## config.mk

```make
export PLATFORM = sky130hd
export DESIGN_NAME = vc_d_arbiter_flat
export DESIGN_NICKNAME = d
export VERILOG_FILES = /design/src/rtl/vc_d_arbiter_if.sv /design/src/rtl/vc_d_arbiter.sv /design/src/flat_wrapper.sv
export SDC_FILE = /design/constraint.sdc
export NUM_CORES = 1
export LEC_CHECK = 0
export CORE_ASPECT_RATIO = 0.9
export CORE_MARGIN = 10
export CORE_UTILIZATION = 45
export CTS_BUF_LIST = sky130_fd_sc_hd__clkbuf_16
export DETAILED_ROUTE_END_ITERATION = 10
export PLACE_DENSITY_LB_ADDON = 0.1
export SYNTH_ARGS = -nofsm -noshare
export SYNTH_HDL_FRONTEND = slang
export SYNTH_SLANG_ARGS = --single-unit
```

## constraint.sdc

```tcl
create_clock -name clk -period 3.7 [get_ports clk]
set_clock_uncertainty 0.15 [all_clocks]
set_input_delay 0.74 -clock clk [delete_from_list [all_inputs] [get_ports clk]]
set_output_delay 0.74 -clock clk [all_outputs]
set_load 0.005 [all_outputs]
```

## src/rtl/vc_d_arbiter_if.sv

```systemverilog
// Bundle between the arbiter, the two VC FIFOs, the two destination FIFOs and the controller.
// The master modport is the arbiter side; slave is the surrounding FIFOs/controller.
interface vc_d_arbiter_if #(
    parameter int unsigned DATA_W = 6,
    parameter int unsigned CNT_W  = 8
);
    logic              enable;
    logic              vc0_empty;
    logic              vc1_empty;
    logic [DATA_W-1:0] vc0_data;
    logic [DATA_W-1:0] vc1_data;
    logic              d0_pause;
    logic              d1_pause;
    logic              pop_vc0;
    logic              pop_vc1;
    logic              push_d0;
    logic              push_d1;
    logic [DATA_W-1:0] data_out;
    logic              grant_vc;
    logic [CNT_W-1:0]  cnt_d0;
    logic [CNT_W-1:0]  cnt_d1;
    logic              idle;

    modport master (
        input  enable, vc0_empty, vc1_empty, vc0_data, vc1_data, d0_pause, d1_pause,
        output pop_vc0, pop_vc1, push_d0, push_d1, data_out, grant_vc, cnt_d0, cnt_d1, idle
    );

    modport slave (
        output enable, vc0_empty, vc1_empty, vc0_data, vc1_data, d0_pause, d1_pause,
        input  pop_vc0, pop_vc1, push_d0, push_d1, data_out, grant_vc, cnt_d0, cnt_d1, idle
    );
endinterface

```

## src/rtl/vc_d_arbiter.sv

```systemverilog
// Pops at most one VC head per cycle and forwards it to D0/D1 (chosen by DEST_BIT) through one
// register stage, with per-destination counters. Define ARB_RR_EN for round-robin tie-breaking.
module vc_d_arbiter #(
    parameter int unsigned DATA_W   = 6,
    parameter int unsigned DEST_BIT = 4,
    parameter int unsigned CNT_W    = 8
) (
    input logic            clk,
    input logic            reset,
    vc_d_arbiter_if.master bus
);
    logic              pause0;
    logic              pause1;
    logic              elig0;
    logic              elig1;
    logic              grant0;
    logic              grant1;
    logic              any_grant;
    logic [DATA_W-1:0] sel_word;

    // A head blocked by its own destination is skipped, letting the other VC through.
    always_comb begin
        pause0 = bus.vc0_data[DEST_BIT] ? bus.d1_pause : bus.d0_pause;
        pause1 = bus.vc1_data[DEST_BIT] ? bus.d1_pause : bus.d0_pause;
        elig0  = bus.enable & ~reset & ~bus.vc0_empty & ~pause0;
        elig1  = bus.enable & ~reset & ~bus.vc1_empty & ~pause1;
    end

`ifdef ARB_RR_EN
    logic last_grant;

    always_comb begin
        grant1 = elig1 & (~elig0 | ~last_grant);
        grant0 = elig0 & ~grant1;
    end

    always_ff @(posedge clk) begin
        if (reset) begin
            last_grant <= 1'b1;
        end else if (any_grant) begin
            last_grant <= grant1;
        end
    end
`else
    always_comb begin
        grant0 = elig0;
        grant1 = elig1 & ~elig0;
    end
`endif

    always_comb begin
        any_grant   = grant0 | grant1;
        sel_word    = grant1 ? bus.vc1_data : bus.vc0_data;
        bus.pop_vc0 = grant0;
        bus.pop_vc1 = grant1;
        bus.idle    = bus.vc0_empty & bus.vc1_empty & ~bus.push_d0 & ~bus.push_d1;
    end

    always_ff @(posedge clk) begin
        if (reset) begin
            bus.push_d0  <= 1'b0;
            bus.push_d1  <= 1'b0;
            bus.data_out <= '0;
            bus.grant_vc <= 1'b0;
            bus.cnt_d0   <= '0;
            bus.cnt_d1   <= '0;
        end else begin
            bus.push_d0 <= any_grant & ~sel_word[DEST_BIT];
            bus.push_d1 <= any_grant &  sel_word[DEST_BIT];
            // data_out/grant_vc keep the last forwarded word when nothing is granted
            if (any_grant) begin
                bus.data_out <= sel_word;
                bus.grant_vc <= grant1;
            end
            if (bus.push_d0) begin
                bus.cnt_d0 <= bus.cnt_d0 + CNT_W'(1);
            end
            if (bus.push_d1) begin
                bus.cnt_d1 <= bus.cnt_d1 + CNT_W'(1);
            end
        end
    end
endmodule
```

## src/flat_wrapper.sv

```systemverilog
// flat-port wrapper written by rule: the top's interface ports become plain ports
module vc_d_arbiter_flat 
#(
    parameter int unsigned DATA_W   = 6,
    parameter int unsigned DEST_BIT = 4,
    parameter int unsigned CNT_W    = 8
)
  (clk, reset, bus_enable, bus_vc0_empty, bus_vc1_empty, bus_vc0_data, bus_vc1_data, bus_d0_pause, bus_d1_pause, bus_pop_vc0, bus_pop_vc1, bus_push_d0, bus_push_d1, bus_data_out, bus_grant_vc, bus_cnt_d0, bus_cnt_d1, bus_idle);
  vc_d_arbiter_if #(.DATA_W(DATA_W), .CNT_W(CNT_W)) bus_i ();
  input logic clk;
  input logic reset;
  input wire logic [$bits(bus_i.enable)-1:0] bus_enable;
  input wire logic [$bits(bus_i.vc0_empty)-1:0] bus_vc0_empty;
  input wire logic [$bits(bus_i.vc1_empty)-1:0] bus_vc1_empty;
  input wire logic [$bits(bus_i.vc0_data)-1:0] bus_vc0_data;
  input wire logic [$bits(bus_i.vc1_data)-1:0] bus_vc1_data;
  input wire logic [$bits(bus_i.d0_pause)-1:0] bus_d0_pause;
  input wire logic [$bits(bus_i.d1_pause)-1:0] bus_d1_pause;
  output wire logic [$bits(bus_i.pop_vc0)-1:0] bus_pop_vc0;
  output wire logic [$bits(bus_i.pop_vc1)-1:0] bus_pop_vc1;
  output wire logic [$bits(bus_i.push_d0)-1:0] bus_push_d0;
  output wire logic [$bits(bus_i.push_d1)-1:0] bus_push_d1;
  output wire logic [$bits(bus_i.data_out)-1:0] bus_data_out;
  output wire logic [$bits(bus_i.grant_vc)-1:0] bus_grant_vc;
  output wire logic [$bits(bus_i.cnt_d0)-1:0] bus_cnt_d0;
  output wire logic [$bits(bus_i.cnt_d1)-1:0] bus_cnt_d1;
  output wire logic [$bits(bus_i.idle)-1:0] bus_idle;
  assign bus_i.enable = bus_enable;
  assign bus_i.vc0_empty = bus_vc0_empty;
  assign bus_i.vc1_empty = bus_vc1_empty;
  assign bus_i.vc0_data = bus_vc0_data;
  assign bus_i.vc1_data = bus_vc1_data;
  assign bus_i.d0_pause = bus_d0_pause;
  assign bus_i.d1_pause = bus_d1_pause;
  assign bus_pop_vc0 = bus_i.pop_vc0;
  assign bus_pop_vc1 = bus_i.pop_vc1;
  assign bus_push_d0 = bus_i.push_d0;
  assign bus_push_d1 = bus_i.push_d1;
  assign bus_data_out = bus_i.data_out;
  assign bus_grant_vc = bus_i.grant_vc;
  assign bus_cnt_d0 = bus_i.cnt_d0;
  assign bus_cnt_d1 = bus_i.cnt_d1;
  assign bus_idle = bus_i.idle;
  vc_d_arbiter #(.DATA_W(DATA_W), .DEST_BIT(DEST_BIT), .CNT_W(CNT_W)) u_core (.clk(clk), .reset(reset), .bus(bus_i));
endmodule
```

After elaboration in Yosys (flattened, before gate mapping):

Cells that the tools add are included.

* add/subtract/negate cells: 2
* muxes and demuxes: 3
* bitwise logic cells: 21

Operators by type and width (count)
* 8-bit by 1-bit adder with 8-bit output, second input constant: 2
* 1-bit AND: 11
* 1-bit NOT: 9
* 6-bit 2-to-1 mux: 1
* 1-bit 2-to-1 mux: 2
* 1-bit bitwise OR: 1

* register bits after elaboration: 25
* input port bits: 19
* output and inout bits: 28
* logic and storage cells: 32

Longest topological paths before layout:

* word-level depth: 9
* mapped depth: 7
* depth with buffers taken out: 4

Worst setup path before layout:

Ideal clock, no wire load.

* path kind: input port to output port
* start point: input port reset
* end point: output port bus_pop_vc1
* arrival: 1.815 ns
* data required time: 2.810 ns
* setup slack: 0.995 ns
* stages on the path: 7
* path buffers: 3
* cell sequence: buf_6 or3b_1 buf_2 or2_0 buf_6 inv_2 nor2_1

* cells in the longest elaborated chain, start to end: 6
* elaborated cells between the ends (all ways): 8
* those cells by class: bitwise: 8

Ends and longest elaborated chain
* from (decl): RTL line flat_wrapper.sv:11 `input logic reset;`
* 1-bit NOT: RTL line vc_d_arbiter.sv:25 `elig0 = bus.enable & ~reset & ~bus.vc0_empty & ~pause0;`
* 1-bit AND (3 in series): RTL line vc_d_arbiter.sv:25
* net bus_pop_vc0: RTL line flat_wrapper.sv:19 `output wire logic [$bits(bus_i.pop_vc0)-1:0] bus_pop_vc0;`
* 1-bit NOT: RTL line vc_d_arbiter.sv:47 `grant1 = elig1 & ~elig0;`
* 1-bit AND: RTL line vc_d_arbiter.sv:47
* to (decl): RTL line flat_wrapper.sv:20 `output wire logic [$bits(bus_i.pop_vc1)-1:0] bus_pop_vc1;`

The timed path passes the listed nets, and every way through them passes these cells.

Worst setup path in the final report:

* start point: input port bus_enable
* end point: output port bus_pop_vc0

* cells in the longest elaborated chain, start to end: 3

Ends and longest elaborated chain
* from (decl): RTL line flat_wrapper.sv:12 `input wire logic [$bits(bus_i.enable)-1:0] bus_enable;`
* 1-bit AND (3 in series): RTL line vc_d_arbiter.sv:25
* to (decl): RTL line flat_wrapper.sv:19

No other way between the ends.

==> impl_metrics.csv <==
group,metric,value,unit
synth,ys_types,28,
clocking,clk_latency,0.25,ns
worst_setup_path,crit_required,2.81,ns
worst_setup_path,cpPeakStageDelay,0.52,ns
clocking,clock_path_buffers,2,
timing,fin_ws,0.243,ns
drt,routed_wl,3130,µm
power_and_ir_drop,pwr-share-clk,0.403,
min_path,hold_path.class,"reg2reg",
worst_setup_path,worst_path_most_repeated_cell,"clkdlybuf4s50_1",
synth,yosysTopAreaCellShare,0.442,
synth,ys.flop_type,"dfxtp_1",
synth,synthesis.area,0.00113,mm²
timing,finalCritPeriodShare,0.934,
timing,setup-violations-final,0,
layout,final_cells,201,
drt,vias,1132,
worst_setup_path,path_class,"in2out",
synth,ys_seq_area_frac,0.442,
synth,synthCells,126,
worst_setup_path,endpoint_kind,"primary output",
layout,final_nets,195,
power_and_ir_drop,pwr-share-comb,0.116,
layout,diodes,0,
global_route,grt_overflow_total,0,
synth,synth_top_cell_by_area,"dfxtp_1",
clocking,cts.repair.resized,0,
synth,synth.area.top_cells,"dfxtp_1 (44%), xor2_1 (4.6%), o21ai_0 (4.0%)",
placed_design,dpl.cell_count,197,
power_and_ir_drop,seq_power_share,0.481,
clocking,numCtsBuffers,3,
timing,relSlewSlack,0.786,
placed_design,hpwl,2420,µm
timing,finalCriticalPeriod,3.46,ns
power_and_ir_drop,p_int,462,µW
drt,drt-vias-per-instance,5.63,
layout,synthToLayoutAreaGrowth,49.8,%
floorplan,core_region_area,0.00242,mm²
clocking,cts.hold.buffers_added,0,
worst_setup_path,cp-start-kind,"input port",
synth,synth_warnings,0,
clocking,cts_tree,"built",
global_route,grt_start_max_net_pins,26,
clocking,cts_sinks,25,
placed_design,io_buffers,46,
floorplan,die_x,72.8,µm
timing,fmax,289,MHz
clocking,post_cts_buffers,0,
timing,slew_viol_final,0,
drt,wl_per_cell,15.6,µm
drt,first_iter_violations,74,
clocking,root_buffer,"clkbuf_16",
floorplan,die-area,0.00492,mm²
synth,synth_common_cells,"dfxtp_1 (25), nor2_1 (11), nand2_1 (9), o21ai_0 (9), a21oi_1 (8)",
floorplan,die_h,67.6,µm
status,status,"finished clean",
power_and_ir_drop,p_total,584,µW
synth,synth_edf_count,0,
synth,ys_ff_latch,25,
timing,worstMarginPinSlew,0.321,ns
worst_setup_path,slowest_stage,"clkdlybuf4s50_1",
power_and_ir_drop,power_density,345,mW/mm²
global_route,antenna_found_initial,0,
worst_setup_path,cp.arrival,2.57,ns
global_route,grt_pass1_vias,1180,
timing,setup_tns,0,ns
clocking,h-tree-depth,1,
global_route,grt_pass1_wl,5250,µm
power_and_ir_drop,switching_share,0.208,
floorplan,initial_core_util,0.466,
floorplan,io-pin-count,47,
layout,fin_util,0.699,
power_and_ir_drop,p_switching,122,µW
worst_setup_path,worstPathMaxFanout,7,
floorplan,fp-row-count,17,
synth,yosysMostFrequentCell,"dfxtp_1",
drt,drc,0,
global_route,grt_usage,0.130,
placed_design,place_congestion,0.796,
synth,synth_nets,147,
synth,async_flop_share,0,
timing,hold_viol_final,0,
clocking,clkSlewWorstSetupHoldPaths,0.06,ns
power_and_ir_drop,p_leak,0.586,nW
timing,rsz0062_at_grt,"false",
synth,syn_area_per_cell,8.98,µm²
drt,firstDrtPassIters,4,
placed_design,pre_cts_slack,0.255,ns
power_and_ir_drop,max-vdd-ir-drop,289,µV
layout,drive_above_1_share,0.0751,
drt,ant_nets,0,
run,cap_violations,0,
worst_setup_path,path_cells,"clkdlybuf4s50_1, or3b_1, or2_0, inv_2, clkdlybuf4s50_1",
-- cells by family after synthesis --
kind of cell    share of synthesized area
simple gates                        0.231
compound gates                      0.142
flops                               0.442
xor+xnor                           0.0619
buf+inv                            0.0409
mux                                0.0597
fa+ha+maj                          0.0221
-- final timing paths --
| check | from | end | slack (ns) | cells past startpoint |
|---|---|---|---|---|
| setup / recovery | bus_enable | bus_pop_vc0 | 0.24 | 5 |
| hold / removal | u_core.bus.cnt_d0[7] | u_core.bus.cnt_d0[7] | 0.34 | 2 |
| setup reg to reg | u_core.bus.push_d1 | u_core.bus.cnt_d1[7] | 2.07 | 3 |
| hold reg to reg | u_core.bus.cnt_d0[7] | u_core.bus.cnt_d0[7] | 0.34 | 2 |
-- worst max-delay path: cells and delay by family --
| family | cells | cell delay [ns] |
|---|---|---|
| and+or+nand+nor | 2 | 0.72 |
| buffers and inverters | 3 | 1.10 |
-- cells in the final DEF, fill, tap and decap left out, drive strengths merged, types with 3 or more instances in the layout --
master         count
a21oi              8
a311oi             5
buf                4
clkbuf             3
clkdlybuf4s50     46
dfxtp             25
mux2               3
mux2i              3
nand2              9
nand3              7
nand4              4
nor2              11
nor3               7
o21ai              9
o31ai              3
or3                5
xor2               6
-- layer usage --
metal	wire, µm	vias to the layer above	GRT usage
li1	-	552	-
met1	1290	528	0.141
met2	1440	40	0.211
met3	313	12	0.0586
met4	82	0	0.0687
met5	0	-	0
-- power groups by stage --
stage | Combinational [mW] | Sequential [mW] | Clock (mW)
after floorplan | 0.0261 | 0.285 | 0
after global placement | 0.0665 | 0.286 | 0
after detailed placement | 0.0674 | 0.287 | 0
after CTS | 0.0679 | 0.281 | 0.238
after global routing | 0.0739 | 0.281 | 0.252
final | 0.0678 | 0.281 | 0.235
-- layout make-up --
type / instances / area [µm²]
Tap cell: 28 / 35.0
Multi-Input combinational cell: 93 / 584
Clock inverter: 1 / 5.00
Inverter: 1 / 3.75
Fill cell: 209 / 731
Timing Repair Buffer: 50 / 490
Clock buffer: 3 / 75.1
Sequential cell: 25 / 500
-- flip-flops by register name, indices dropped and copies added, names as in the netlist --
| register | cells |
|---|---|
| u_core.bus.cnt_d1 | 8 |
| u_core.bus.push_d1 | 1 |
| u_core.bus.push_d0 | 1 |
| u_core.bus.grant_vc | 1 |
| u_core.bus.data_out | 6 |
| u_core.bus.cnt_d0 | 8 |
-- metrics by stage --
| stage | hold WS [ns] | cell area (µm²) |
|---|---|---|
| after detailed placement | 0.335 | 1610 |
| after global routing | 0.384 | 1690 |
| after floorplan | 0.318 | 1130 |
| final | 0.342 | 1690 |
| after CTS | 0.346 | 1690 |
| after global placement | 0.316 | 1610 |
No activity file was read; power rests on OpenSTA's default activity.
